===== config.mk =====
export PLATFORM = sky130hd
export DESIGN_NAME = branch_predictor_btb
export DESIGN_NICKNAME = d
export VERILOG_FILES = /design/src/rtl/branch_predictor_btb.sv
export SDC_FILE = /design/constraint.sdc
export NUM_CORES = 2
export LEC_CHECK = 0
export CORE_MARGIN = 5
export CORE_UTILIZATION = 50
export DETAILED_ROUTE_END_ITERATION = 6
export HOLD_SLACK_MARGIN = 0.02
export PLACE_DENSITY = 0.67
export SYNTH_ARGS = -nofsm -noshare
export SYNTH_HDL_FRONTEND = slang
export SYNTH_SLANG_ARGS = --single-unit

===== constraint.sdc =====
create_clock -name clock -period 6.65 [get_ports clock]
set_input_delay 0.9975 -clock clock [delete_from_list [all_inputs] [get_ports clock]]
set_output_delay 0.9975 -clock clock [all_outputs]
set_load 0.03 [all_outputs]

===== src/rtl/branch_predictor_btb.sv =====
// Branch target buffer with per-entry saturating direction counters.
// Lookup is combinational from the current table state. The table learns from
// branches resolved in ID, and the block also flags mispredicts and counts
// resolved branches and mispredicts.
module branch_predictor_btb #(
  parameter int ENTRIES  = 16,
  parameter int CTR_BITS = 2,
  parameter int CNT_W    = 32
) (
  input  logic             clock,
  input  logic             reset,
  input  logic             clear,
  input  logic [31:0]      if_pc,
  output logic             pred_hit,
  output logic             pred_taken,
  output logic [31:0]      pred_npc,
  input  logic             upd_valid,
  input  logic [31:0]      upd_pc,
  input  logic             upd_taken,
  input  logic [31:0]      upd_target,
  input  logic             upd_pred_taken,
  input  logic [31:0]      upd_pred_npc,
  output logic             mispredict,
  output logic [CNT_W-1:0] branch_cnt,
  output logic [CNT_W-1:0] mispredict_cnt
);

  localparam int IDX_W = $clog2(ENTRIES);
  localparam int TAG_W = 32 - IDX_W - 2;
  localparam logic [CTR_BITS-1:0] CTR_MAX  = '1;
  localparam logic [CTR_BITS-1:0] CTR_WEAK = CTR_BITS'(1) << (CTR_BITS - 1);

  // Table storage: one flop set per entry
  logic                valid_reg  [ENTRIES];
  logic [TAG_W-1:0]    tag_reg    [ENTRIES];
  logic [31:0]         target_reg [ENTRIES];
  logic [CTR_BITS-1:0] ctr_reg    [ENTRIES];

  logic [CNT_W-1:0] branch_cnt_reg;
  logic [CNT_W-1:0] mispredict_cnt_reg;

  // Lookup side
  logic [IDX_W-1:0] look_idx;
  logic [TAG_W-1:0] look_tag;

  assign look_idx = if_pc[IDX_W+1:2];
  assign look_tag = if_pc[31:IDX_W+2];

  assign pred_hit   = valid_reg[look_idx] && (tag_reg[look_idx] == look_tag);
  assign pred_taken = pred_hit && ctr_reg[look_idx][CTR_BITS-1];
  assign pred_npc   = pred_taken ? target_reg[look_idx] : (if_pc + 32'd4);

  // Update side
  logic [IDX_W-1:0]    upd_idx;
  logic [TAG_W-1:0]    upd_tag;
  logic                upd_hit;
  logic [CTR_BITS-1:0] upd_ctr;
  logic [CTR_BITS-1:0] ctr_next;
  logic [ENTRIES-1:0]  upd_sel;

  assign upd_idx = upd_pc[IDX_W+1:2];
  assign upd_tag = upd_pc[31:IDX_W+2];
  assign upd_hit = valid_reg[upd_idx] && (tag_reg[upd_idx] == upd_tag);
  assign upd_ctr = ctr_reg[upd_idx];

  // One-hot select of the entry addressed by the resolved branch
  for (genvar gi = 0; gi < ENTRIES; gi++) begin : g_sel
    assign upd_sel[gi] = upd_valid && (upd_idx == IDX_W'(gi));
  end

  // New counter value: saturating step on a hit, weakly taken on allocation
  always_comb begin
    ctr_next = upd_ctr;
    if (!upd_hit) begin
      ctr_next = CTR_WEAK;
    end else if (upd_taken) begin
      if (upd_ctr != CTR_MAX) ctr_next = upd_ctr + 1'b1;
    end else begin
      if (upd_ctr != '0) ctr_next = upd_ctr - 1'b1;
    end
  end

  assign mispredict = upd_valid &&
                      ((upd_pred_taken != upd_taken) ||
                       (upd_taken && (upd_pred_npc != upd_target)));

  // Table update; clear takes priority over a same-cycle update
  always_ff @(posedge clock or negedge reset) begin
    if (!reset) begin
      for (int i = 0; i < ENTRIES; i++) begin
        valid_reg[i]  <= 1'b0;
        tag_reg[i]    <= '0;
        target_reg[i] <= '0;
        ctr_reg[i]    <= '0;
      end
    end else if (clear) begin
      for (int i = 0; i < ENTRIES; i++) begin
        valid_reg[i] <= 1'b0;
        ctr_reg[i]   <= '0;
      end
    end else begin
      for (int i = 0; i < ENTRIES; i++) begin
        if (upd_sel[i] && (upd_hit || upd_taken)) begin
          ctr_reg[i] <= ctr_next;
          if (upd_taken) begin
            valid_reg[i]  <= 1'b1;
            tag_reg[i]    <= upd_tag;
            target_reg[i] <= upd_target;
          end
        end
      end
    end
  end

  // Saturating performance counters; they keep counting through clear
  always_ff @(posedge clock or negedge reset) begin
    if (!reset) begin
      branch_cnt_reg     <= '0;
      mispredict_cnt_reg <= '0;
    end else begin
      if (upd_valid && (branch_cnt_reg != '1))
        branch_cnt_reg <= branch_cnt_reg + 1'b1;
      if (mispredict && (mispredict_cnt_reg != '1))
        mispredict_cnt_reg <= mispredict_cnt_reg + 1'b1;
    end
  end

  assign branch_cnt     = branch_cnt_reg;
  assign mispredict_cnt = mispredict_cnt_reg;

endmodule


After elaboration in Yosys (flattened, before gate mapping)
Index checks and enable logic that the tools add are counted.
{ "word_totals": {"register_bits": 1040, "out_inout_bits": 99, "rom_bits": 0, "latch_bits": 0, "mem_count": 0, "ramBits": 0} }
{ "op_classes": {"n_eq_ne": 22, "mul": 0, "mux": 61, "reduce_logical": 92, "bitwise_logic": 3, "div_mod_pow": 0, "order_cmp": 2, "shift": 0, "addsub": 5} }
{ "op_table": {"columns": ["cell", "n"], "rows": [
  ["$bmux 26 s4", 2],
  ["$bmux 32 s4", 1],
  ["$mux 32", 4],
  ["$mux 26", 4],
  ["$add 32x1->32 const B", 2],
  ["$ne 32x32->1 const B", 2],
  ["$eq 26x26->1", 2],
  ["$mux 2", 24],
  ["$reduce_and 3->1", 16],
  ["$logic_and 1x1->1", 39],
  ["$reduce_bool 2->1", 18],
  ["$add 32x3->32 const B", 1],
  ["$eq 4x4->1 const B", 8],
  ["$ne 32x32->1", 1],
  ["$reduce_and 2->1", 16],
  ["$mux 1", 21],
  ["$bmux 2 s4", 2],
  ["$eq 4x3->1 const B", 4],
  ["$mux 16", 1],
  ["$ge 5x5->1 const B", 2],
  ["$not 4->5", 2],
  ["$bmux 1 s4", 2],
  ["$eq 4x2->1 const B", 2],
  ["$eq 4x1->1 const B", 1],
  ["7 further kinds", 8]
]} }

Depth between registers and ports, before layout
{ "logic_depth": {"depth_word": 10, "mapped_depth": 14} }

Least setup slack after synthesis
Ideal clock, no wire load.
{ "synth_path": {"path_kind": "input to output", "start": "input if_pc[4]", "end": "output pred_npc[2]", "arrival_time_ps": 4341, "n_path_buf": 4, "t_required_ps": 5653, "path_slack_ps": 1312, "path_stages": 12, "cell_sequence": "buf_2 -> clkbuf_1 -> clkbuf_1 -> mux4_2 -> a211oi_1 -> a21oi_1 -> xor2_1 -> nor4_1 -> nand4_1 -> nor4b_4 -> buf_6 -> mux2i_1"} }
{ "synth_between": {"elab_chain_len": 8, "elab_cells_between_ends": 17, "classes_between": "1 x eq/ne; 13 x mux; 1 x bitwise; 2 x reduce/logical"} }
{ "synth_rtl": {"columns": ["element", "line_no", "text"], "rows": [
  ["start, declared", "13", "input logic [31:0] if_pc,"],
  ["$not 4->5 (implied by the code) *", "49, 50", null],
  ["$bmux 26 s4", "49", "assign pred_hit = valid_reg[look_idx] && (tag_reg[look_idx] == look_tag);"],
  ["$mux 26 (implied by the code) (2 in a row)", "49", null],
  ["$eq 26x26->1", "49", null],
  ["$logic_and 1x1->1", "49", null],
  ["$logic_and 1x1->1 *", "50", "assign pred_taken = pred_hit && ctr_reg[look_idx][CTR_BITS-1];"],
  ["via pred_taken", "15", "output logic pred_taken,"],
  ["$mux 32 *", "51", "assign pred_npc = pred_taken ? target_reg[look_idx] : (if_pc + 32'd4);"],
  ["end, declared", "16", "output logic [31:0] pred_npc,"]
]} }
Mark *: on every way through the listed nets, which the timed path passes. The rest lies on a longest branch. The select of a mux whose other input is x is not followed.

Final worst setup path
{ "layout_path": {"start": "input if_pc[2]", "end": "output pred_npc[31]"} }
{ "layout_between": {"elab_chain_len": 8, "elab_cells_between_ends": 18, "classes_between": "1 x add/sub; 1 x eq/ne; 13 x mux; 1 x bitwise; 2 x reduce/logical"} }
{ "layout_rtl": {"columns": ["element", "line_no"], "rows": [
  ["$not 4->5 (implied by the code)", "49, 50, 51"],
  ["$bmux 26 s4", "49"],
  ["$mux 26 (implied by the code) (2 in a row)", "49"],
  ["$eq 26x26->1", "49"],
  ["$logic_and 1x1->1", "49"],
  ["$logic_and 1x1->1", "50"],
  ["$mux 32 *", "51"]
]} }
Mark *: on every way between the ends. The rest lies on a longest branch, timed or not. The select of a mux whose other input is x is not followed.

==> flow_summary_export.csv <==
group,metric,value,unit
placed_design,dp_slack,0.216,ns
sta,relSlewSlack,16.8,%
clocking,cts-hold-fix-buffers,0,
global_routing,grt_usage,26.8,%
yosys,synth_cell_types,57,
placed_design,place_congestion,0.850,
drt,first_iter_violations,2884,
sta,worstMarginPinSlew,1.24,ns
setup_path,start_kind,"input pin",
drt,postRouteAntennaNets,0,
placed_design,dp_hpwl,92300,µm
floorplan,die_w,333,µm
setup_path,crit_required,5.65,ns
setup_path,arrival,5.45,ns
setup_path,crit_fanout,28,
clocking,ctsHtreeMaxLevel,3,
floorplan,fp.coreArea,104000,µm²
sta,drv_slew,0,
floorplan,design.portCount,233,
power,leakagePower,26.9,nW
clocking,clk_latency,0.71,ns
power,ir_drop,0.000213,V
clocking,clk_path_buf_depth,3,
clocking,clock_sinks,1040,
floorplan,dieArea,111000,µm²
sta,fmaxAchievable,155,MHz
sta,final.min_clock_period,6.44,ns
yosys,syn_nets,3629,
yosys,yosysTopAreaCell,"dfrtp_1",
min_path,hold_path.class,"input pin to asynchronous set/reset pin",
cells_and_area,nNetsFinal,3761,
yosys,synth_ff_type,"dfrtp_1",
sta,tns,0,ns
yosys,syn_area,52300,µm²
yosys,synth-seq-area-share,49.7,%
clocking,path_clk_slew,0.06,ns
sta,final.period_utilization,96.9,%
global_routing,grt_pass1_vias,34700,
cells_and_area,fin_util,57.8,%
sta,setup_violations,0,
clocking,cts-root-buf,"clkbuf_16",
yosys,async_flop_share,100,%
global_routing,antenna_found_initial,12,
clocking,cts_setup_buffers,0,
flow_run,maxCapViolations,0,
drt,avgViaCountPerCell,6.36,
floorplan,initial_core_util,50.4,%
drt,vias,32400,
global_routing,grt_overflow,0,
drt,drt-wirelength-per-cell,29.4,µm
yosys,synthTopCellsByArea,"dfrtp_1 (50%), mux2_2 (20%), mux4_2 (16%), mux2i_1 (2.3%), xnor2_1 (1.9%)",
drt,dr.pass1.iters,7,
power,p_total,0.0167,W
cells_and_area,largest_register_ffs,512,
drt,route.detailed.drc,0,
yosys,synth.most_common_cell,"dfrtp_1",
setup_path,cp-startpoint,"if_pc[2]",
cells_and_area,layout-drive-gt1-share,44.7,%
setup_path,r2r_cells,9,
global_routing,grt_max_degree,203,
drt,wl,150000,µm
power,power_density,278,nW/µm²
yosys,synthCells,3492,
yosys,ys_warn_count,0,
yosys,ys_ff_latch,1040,
yosys,synth_top_area_share,49.7,%
global_routing,grt_pass1_wl,227000,µm
floorplan,die_h,333,µm
run_status,outcome,"finished clean",
sta,hold_viol_final,0,
yosys,synth_common_cells,"dfrtp_1 (1040), mux2_2 (931), mux4_2 (362), clkbuf_1 (200), mux2i_1 (119)",
clocking,post_cts_resized,0,
cells_and_area,area_growth,14.6,%
floorplan,row_count,118,
sta,finalWorstSetupSlack,0.206,ns
sta,rsz0062_at_grt,"false",
setup_path,critPathKind,"input pin to output port",
setup_path,critPathCaptureType,"output port",
placed_design,io_buffers,230,
yosys,syn_avg_cell_area,15.0,µm²
sta,clock_skew,0.0353,ns
setup_path,reg2reg_from,"tag_reg[309]",
yosys,synth_edf_count,0,
clocking,cts_made_buffers,111,
clocking,tritoncts,"built",
## cell usage in the layout (no fill, tap or decap), types with 43 or more instances in the layout
master           Yosys  layout
mux4_2             362     362
clkbuf_16            0     112
mux2_2             931     931
mux2i_1            119     119
buf_4                8     103
xnor2_1            111     111
nand2_1             93      93
dfrtp_1           1040    1040
nand3_1             47      43
xor2_1              78      78
clkdlybuf4s50_1      0     191
## metal layers
metal  vias to the layer above  global-route usage [%]  wire length (µm)
li1                      13400                       -                 -
met1                     17500                    37.2             62800
met2                      1204                    43.0             71900
met3                       284                    5.59             10700
met4                         8                    7.98              4710
met5                         -                       0                34
## kinds of logic after synthesis
family / after synthesis / synth area share (%)
DFF: 1040 / 49.7
and+or+nand+nor: 334 / 3.30
buffers and inverters: 338 / 2.72
muxes: 1449 / 39.2
adders and majority gates: 4 / 0.0909
AOI/OAI and AO/OA: 138 / 1.82
xor gates and xnor gates: 189 / 3.16
## cell type report
cell class / count / area, µm²
diodes: 8 / 20.0
clock buffers: 156 / 3210
clock inverters: 43 / 524
fillers: 7945 / 43800
inverters: 27 / 101
multi-input cells: 2114 / 25000
flip-flops and latches: 1040 / 26000
well taps: 1380 / 1730
repair buffers: 330 / 3360
## power breakdown
| group | switching [W] | internal, W |
|---|---|---|
| clock | 0.00262 | 0.00371 |
| combinational | 0.00119 | 0.00149 |
| sequential | 0.000537 | 0.00713 |
## worst paths after layout
path | endpoint | slack [ns]
setup / recovery | pred_npc[31] | 0.21
max in group asynchronous | target_reg[149] | 4.55
min in group clock | branch_cnt[17] | 0.49
setup reg to reg | ctr_reg[14] | 2.97
hold reg to reg | branch_cnt[17] | 0.49
hold / removal | branch_cnt[25] | 0.35
## per-stage QoR
step / hold WS (ns) / instances / area, µm²
after floorplan: 0.461 / 3492 / 52300
after global placement: 0.474 / 4891 / 56200
after detailed placement: 0.488 / 4891 / 56200
after CTS: 0.383 / 5090 / 59900
after global routing: 0.423 / 5092 / 59900
final: 0.345 / 5098 / 59900
## worst max-delay path, stage by stage
cell,delay (ns)
buf_8,0.28
buf_12,0.24
buf_4,0.34
mux4_2,0.55
nor2b_1,0.15
a211oi_1,0.20
a21oi_1,0.08
xnor2_1,0.23
and4_1,0.23
nand4_1,0.18
nor4b_4,0.84
buf_4,0.50
mux2_2,0.38
buf_4,0.17
Note: power is estimated with default switching activity, not from simulation.
